===== src/rtl/axi_pkg.sv =====
// Shared AXI bridge definitions: bus widths, response codes, R-path slave
// indices and router states.
package axi_pkg;

  localparam int AXI_ID_BITS   = 4;
  localparam int AXI_IDS_BITS  = 8;
  localparam int AXI_DATA_BITS = 32;

  localparam logic [1:0] RESP_OKAY   = 2'b00;
  localparam logic [1:0] RESP_SLVERR = 2'b10;
  localparam logic [1:0] RESP_DECERR = 2'b11;

  typedef enum logic [1:0] {
    SLV_S0 = 2'd0,
    SLV_S1 = 2'd1,
    SLV_DS = 2'd2
  } slave_idx_e;

  typedef enum logic {
    R_IDLE   = 1'b0,
    R_LOCKED = 1'b1
  } rstate_e;

  // Successor of a slave index in the S0 -> S1 -> DS ring.
  function automatic logic [1:0] next_idx(input logic [1:0] idx);
    return (idx == 2'd2) ? 2'd0 : idx + 2'd1;
  endfunction

endpackage


===== src/rtl/rr_arbiter3.sv =====
// Three-requester picker. With AXI_RDATA_RR_EN defined it searches from ptr
// (round robin); otherwise fixed priority S0 > S1 > DS and no pointer port.
module rr_arbiter3
  import axi_pkg::*;
(
`ifdef AXI_RDATA_RR_EN
  input  logic [1:0] ptr,
`endif
  input  logic [2:0] req,
  output logic [2:0] gnt,
  output logic [1:0] idx
);

`ifdef AXI_RDATA_RR_EN
  logic       found;
  logic [2:0] pos;
  logic [1:0] cand;

  always_comb begin
    gnt   = '0;
    idx   = 2'd0;
    found = 1'b0;
    pos   = '0;
    cand  = '0;
    for (int k = 0; k < 3; k++) begin
      pos = {1'b0, ptr} + 3'(k);
      if (pos >= 3'd3) pos = pos - 3'd3;
      cand = pos[1:0];
      if (!found && req[cand]) begin
        found     = 1'b1;
        gnt[cand] = 1'b1;
        idx       = cand;
      end
    end
  end
`else
  always_comb begin
    gnt = '0;
    idx = SLV_S0;
    if (req[0]) begin
      gnt[0] = 1'b1;
      idx    = SLV_S0;
    end else if (req[1]) begin
      gnt[1] = 1'b1;
      idx    = SLV_S1;
    end else if (req[2]) begin
      gnt[2] = 1'b1;
      idx    = SLV_DS;
    end
  end
`endif

endmodule


===== src/rtl/axi_rdata_router.sv =====
// R-channel return router: S0/S1/DS beats to M0/M1 by upper RID bits, burst-locked
// grants. AXI_RDATA_RR_EN selects round-robin arbitration (default: fixed priority).
//   state    | meaning
//   R_IDLE   | winner forwarded combinationally; lock unless a last beat completes
//   R_LOCKED | only lock_idx forwarded until its RLAST handshake
module axi_rdata_router
  import axi_pkg::*;
#(
  parameter int ID_W   = AXI_ID_BITS,
  parameter int SID_W  = AXI_IDS_BITS,
  parameter int DATA_W = AXI_DATA_BITS
) (
  input  logic              clk,
  input  logic              rst,

  input  logic [SID_W-1:0]  S0_RID,
  input  logic [DATA_W-1:0] S0_RData,
  input  logic [1:0]        S0_RResp,
  input  logic              S0_RLast,
  input  logic              S0_RValid,
  output logic              S0_RReady,

  input  logic [SID_W-1:0]  S1_RID,
  input  logic [DATA_W-1:0] S1_RData,
  input  logic [1:0]        S1_RResp,
  input  logic              S1_RLast,
  input  logic              S1_RValid,
  output logic              S1_RReady,

  input  logic [SID_W-1:0]  DS_RID,
  input  logic [DATA_W-1:0] DS_RData,
  input  logic [1:0]        DS_RResp,
  input  logic              DS_RLast,
  input  logic              DS_RValid,
  output logic              DS_RReady,

  output logic [ID_W-1:0]   M0_RID,
  output logic [DATA_W-1:0] M0_RData,
  output logic [1:0]        M0_RResp,
  output logic              M0_RLast,
  output logic              M0_RValid,
  input  logic              M0_RReady,

  output logic [ID_W-1:0]   M1_RID,
  output logic [DATA_W-1:0] M1_RData,
  output logic [1:0]        M1_RResp,
  output logic              M1_RLast,
  output logic              M1_RValid,
  input  logic              M1_RReady
);

  localparam int SEL_W = SID_W - ID_W;

  rstate_e     state;
  logic [1:0]  lock_idx;
`ifdef AXI_RDATA_RR_EN
  logic [1:0]  rr_ptr;
`endif

  logic [2:0]        req;
  logic [2:0]        win_gnt;
  logic [1:0]        win_idx;
  logic [2:0]        lock_oh;
  logic [2:0]        grant_oh;
  logic [1:0]        grant_idx;
  logic              locked;
  logic              active;
  logic [SID_W-1:0]  g_id;
  logic [DATA_W-1:0] g_data;
  logic [1:0]        g_resp;
  logic              g_last;
  logic              g_valid;
  logic [SEL_W-1:0]  g_sel;
  logic              to_m0;
  logic              to_m1;
  logic              g_ready;
  logic              hs_last;

  assign req = {DS_RValid, S1_RValid, S0_RValid};

  rr_arbiter3 u_arb (
`ifdef AXI_RDATA_RR_EN
    .ptr (rr_ptr),
`endif
    .req (req),
    .gnt (win_gnt),
    .idx (win_idx)
  );

  always_comb begin
    lock_oh = '0;
    case (lock_idx)
      SLV_S1:  lock_oh[1] = 1'b1;
      SLV_DS:  lock_oh[2] = 1'b1;
      default: lock_oh[0] = 1'b1;
    endcase
  end

  assign locked    = (state == R_LOCKED);
  assign grant_oh  = locked ? lock_oh : win_gnt;
  assign grant_idx = locked ? lock_idx : win_idx;
  assign active    = |grant_oh;

  always_comb begin
    g_id    = DS_RID;
    g_data  = DS_RData;
    g_resp  = DS_RResp;
    g_last  = DS_RLast;
    g_valid = DS_RValid;
    case (grant_idx)
      SLV_S0: begin
        g_id    = S0_RID;
        g_data  = S0_RData;
        g_resp  = S0_RResp;
        g_last  = S0_RLast;
        g_valid = S0_RValid;
      end
      SLV_S1: begin
        g_id    = S1_RID;
        g_data  = S1_RData;
        g_resp  = S1_RResp;
        g_last  = S1_RLast;
        g_valid = S1_RValid;
      end
      default: ;
    endcase
  end

  // Selects other than 0/1 have no master; the beat is sunk unconditionally.
  assign g_sel   = g_id[SID_W-1:ID_W];
  assign to_m0   = active && (g_sel == SEL_W'(0));
  assign to_m1   = active && (g_sel == SEL_W'(1));
  assign g_ready = to_m0 ? M0_RReady : (to_m1 ? M1_RReady : 1'b1);
  assign hs_last = active && g_valid && g_ready && g_last;

  assign S0_RReady = !rst && grant_oh[0] && g_ready;
  assign S1_RReady = !rst && grant_oh[1] && g_ready;
  assign DS_RReady = !rst && grant_oh[2] && g_ready;

  assign M0_RValid = !rst && to_m0 && g_valid;
  assign M0_RID    = (!rst && to_m0) ? g_id[ID_W-1:0] : '0;
  assign M0_RData  = (!rst && to_m0) ? g_data : '0;
  assign M0_RResp  = (!rst && to_m0) ? g_resp : '0;
  assign M0_RLast  = !rst && to_m0 && g_last;

  assign M1_RValid = !rst && to_m1 && g_valid;
  assign M1_RID    = (!rst && to_m1) ? g_id[ID_W-1:0] : '0;
  assign M1_RData  = (!rst && to_m1) ? g_data : '0;
  assign M1_RResp  = (!rst && to_m1) ? g_resp : '0;
  assign M1_RLast  = !rst && to_m1 && g_last;

  always_ff @(posedge clk) begin
    if (rst) begin
      state    <= R_IDLE;
      lock_idx <= 2'd0;
`ifdef AXI_RDATA_RR_EN
      rr_ptr   <= 2'd0;
`endif
    end else begin
      unique case (state)
        R_IDLE: begin
          // Locking on a stalled first beat keeps master VALID/payload stable.
          if (active && !hs_last) begin
            state    <= R_LOCKED;
            lock_idx <= win_idx;
          end
`ifdef AXI_RDATA_RR_EN
          else if (hs_last) begin
            rr_ptr <= next_idx(win_idx);
          end
`endif
        end
        R_LOCKED: begin
          if (hs_last) begin
            state  <= R_IDLE;
`ifdef AXI_RDATA_RR_EN
            rr_ptr <= next_idx(lock_idx);
`endif
          end
        end
        default: state <= R_IDLE;
      endcase
    end
  end

endmodule


===== config.mk =====
export PLATFORM = sky130hd
export DESIGN_NAME = axi_rdata_router
export DESIGN_NICKNAME = d
export VERILOG_FILES = /design/src/rtl/axi_pkg.sv /design/src/rtl/rr_arbiter3.sv /design/src/rtl/axi_rdata_router.sv
export SDC_FILE = /design/constraint.sdc
export NUM_CORES = 1
export LEC_CHECK = 0
export CAP_MARGIN = 20
export CORE_AREA = 2 2 85 87
export DETAILED_ROUTE_END_ITERATION = 12
export DIE_AREA = 0 0 87 89
export GPL_ROUTABILITY_DRIVEN = 0
export HOLD_SLACK_MARGIN = 0.03
export PLACE_DENSITY = 0.82
export SLEW_MARGIN = 20
export SYNTH_ARGS = -nofsm -noshare
export SYNTH_HDL_FRONTEND = slang
export SYNTH_HIERARCHICAL = 1
export SYNTH_SLANG_ARGS = --single-unit

===== constraint.sdc =====
create_clock -name clk -period 7.05 [get_ports clk]
set_clock_uncertainty 0.05 [all_clocks]
set_input_delay 1.0575 -clock clk [delete_from_list [all_inputs] [get_ports clk]]
set_output_delay 1.0575 -clock clk [all_outputs]
set_load 0.05 [all_outputs]

==> flow_summary.json <==
{
  "status": "complete, no violations",
  "worstHoldEndpoint": "lock_idx[1]",
  "antenna_left": 0,
  "setup_viol": 0,
  "synth_compound_area_frac": 0.1913,
  "irDropWorstVdd_mv": 0.03121,
  "gr-total-overflow": 0,
  "numCtsBuffers": 3,
  "drcViolationCount": 0,
  "area.growth.synth_to_final_pct": 143.8,
  "initial_core_util": 0.2356,
  "dp_slack_ns": 1.029,
  "p_total_uw": 344.2,
  "synth-seq-cells": 3,
  "grt_max_degree": 47,
  "wl_per_cell_um": 15.19,
  "synthAdderAreaFrac": 0.01581,
  "fin_crit_sh": 0.8578,
  "port_buffers": 218,
  "grt_pass1_vias": 2714,
  "cts_tree": "built",
  "rsz0062_at_grt": "false",
  "reg2reg_slack_ns": 4.13,
  "yosys-top-cells-area": "mux2i_1 28%, nor2_1 20%, o21ai_0 13%",
  "async_flop_share": 0,
  "worstMarginPinSlew_ns": 0.6143,
  "rows": 30,
  "cts_resized": 0,
  "period_needed_ns": 6.047,
  "die_w_um": 87,
  "antenna-diode-count": 0,
  "crit_type": "in -> out",
  "antenna_found_initial": 0,
  "drt_iter0_markers": 92,
  "power.density_mw_per_mm2": 89.21,
  "start_kind": "input port",
  "rr_startpoint": "locked",
  "fin_ws_ns": 1.003,
  "cp.arrival_ns": 4.94,
  "drive_above_1_share": 0.03112,
  "first_pass_iters": 4,
  "root_buffer": "clkbuf_8",
  "synth_simple_gate_area_frac": 0.3779,
  "cp-end-kind": "output pin",
  "required_ns": 5.94,
  "totalWireLength_mm": 8.534,
  "n_fill_cell": 629,
  "clk-insertion-delay-late_ns": 0.21,
  "p_leak_nw": 1.684,
  "dieHeight_um": 89,
  "synth.top_cell.area_share": 0.2846,
  "fmaxAchievable_mhz": 165.4,
  "cap_violations": 0,
  "io_pins": 219,
  "r2r-end": "lock_idx[1]",
  "synth.largest_area_cell": "mux2i_1",
  "muxShareOfSynthArea": 0.2988,
  "final_area_mm2": 0.003859,
  "synth_edf_count": 0,
  "syn_inst": 280,
  "hold_path.class": "reg -> reg",
  "hold_start": "lock_idx[1]",
  "grt_first_pass_wirelength_mm": 12.39,
  "synth_top_family_by_area": "simple AND/OR/NAND/NOR gates",
  "nNetsFinal": 621,
  "layout_common_cells": "218 x clkdlybuf4s50_1, 86 x nor2_1, 44 x mux2i_1, 42 x nand2_1, 40 x o21ai_0",
  "synth_nets": 418,
  "seq_area_frac_synth": 0.03794,
  "die_area_mm2": 0.007743,
  "yosysUniqueCellTypes": 28,
  "final_common_cell": "clkdlybuf4s50_1",
  "numClockSinks": 3,
  "cts.clk_slew.worst_paths_ns": 0.03,
  "synth_warnings": 6,
  "finalSetupTns_ns": 0,
  "synth_xor_area_frac": 0,
  "dr_total_vias": 2723,
  "post_dp_cell_area_mm2": 0.003814,
  "postCtsHoldBufs": 0,
  "cts_setup_buffers": 0,
  "avgSynthCellArea_um2": 5.653,
  "core_area_mm2": 0.006719,
  "track_usage": 0.1995,
  "h-tree-depth": 1,
  "maxSlewHeadroom": 0.5899,
  "synthesis.area_mm2": 0.001583,
  "report.final.slew_viol_count": 0,
  "final_hold_viol_count": 0,
  "cts_buffer_depth": 2,
  "dp_hpwl_mm": 7.072,
  "viasPerCell": 4.845,
  "utilization": 0.5743,
  "cp_max_fo": 28,
  "ys.flop_type": "dfxtp_1",
  "holdPathStages": 1,
  "ff2ff_path_depth": 7
}
-- cell type report --
type / count / area [µm²] / area share
Tap cell: 80 / 100.1 / 0.02594
Inverter: 2 / 7.507 / 0.001946
Sequential cell: 3 / 60.06 / 0.01556
Clock buffer: 4 / 45.04 / 0.01167
Timing Repair Buffer: 225 / 2235 / 0.5791
Multi-Input combinational cell: 248 / 1411 / 0.3658
-- worst max path at each step --
stage	from	end	slack, ns	cells after the start
2_1_floorplan	S1_RValid	M0_RLast	2.17	9
3_3_place_gp	S1_RValid	M0_RData[13]	1.19	10
3_5_place_dp	S1_RValid	M0_RData[12]	1.03	10
4_1_cts	S1_RValid	M0_RData[12]	1.01	10
5_1_grt	S1_RValid	M0_RData[12]	0.86	10
6_report	S1_RValid	M0_RData[12]	1.00	10
-- critical path, stage by stage --
cell	delay [ns]
clkdlybuf4s50_1	0.53
nor2b_1	0.44
mux2i_4	0.12
buf_4	0.27
mux2i_1	0.17
a2111o_1	0.47
or3_1	0.54
buf_4	0.33
nor2_1	0.17
clkdlybuf4s50_1	0.84
-- metrics by stage --
step / hold slack, ns / cells
floorplan: 0.4238 / 280
global placement: 0.4803 / 558
CTS: 0.4916 / 562
detailed placement: 0.4897 / 558
finish: 0.4900 / 562
global route: 0.5193 / 562
-- routing by layer --
metal / vias up / track usage / wire length (µm) / part of all wire
met5: - / 0 / 0 / 0
met2: 140 / 0.3872 / 4525 / 0.53
met3: 10 / 0.04617 / 750 / 0.088
li1: 1355 / - / - / -
met4: 0 / 0.05682 / 146 / 0.017
met1: 1218 / 0.2142 / 3112 / 0.36
-- sequential cells by signal, indices dropped and copies added, names as in the netlist --
register,flops
locked,1
lock_idx,2
-- synth_stat cells, types with 3 or more instances --
library cell   n
buf_4          3
mux2i_1       45
buf_2          3
o21ai_0       40
clkbuf_1      18
nor3_1        10
nor2_1        86
buf_1          3
a31oi_1        3
nand2_1       42
a21oi_1        3
dfxtp_1        3
-- kinds of logic after synthesis --
group / count (synthesis)
muxes: 46
buffers and inverters: 29
AOI/OAI and AO/OA: 54
DFF: 3
adders and majority gates: 2
and+or+nand+nor: 146
-- where the power goes --
part | switching (mW) | internal (mW) | total [mW]
registers | 0.00558 | 0.0187 | 0.0243
logic | 0.137 | 0.134 | 0.271
clock network | 0.0109 | 0.0385 | 0.0495
No activity file was read; power rests on OpenSTA's default activity.
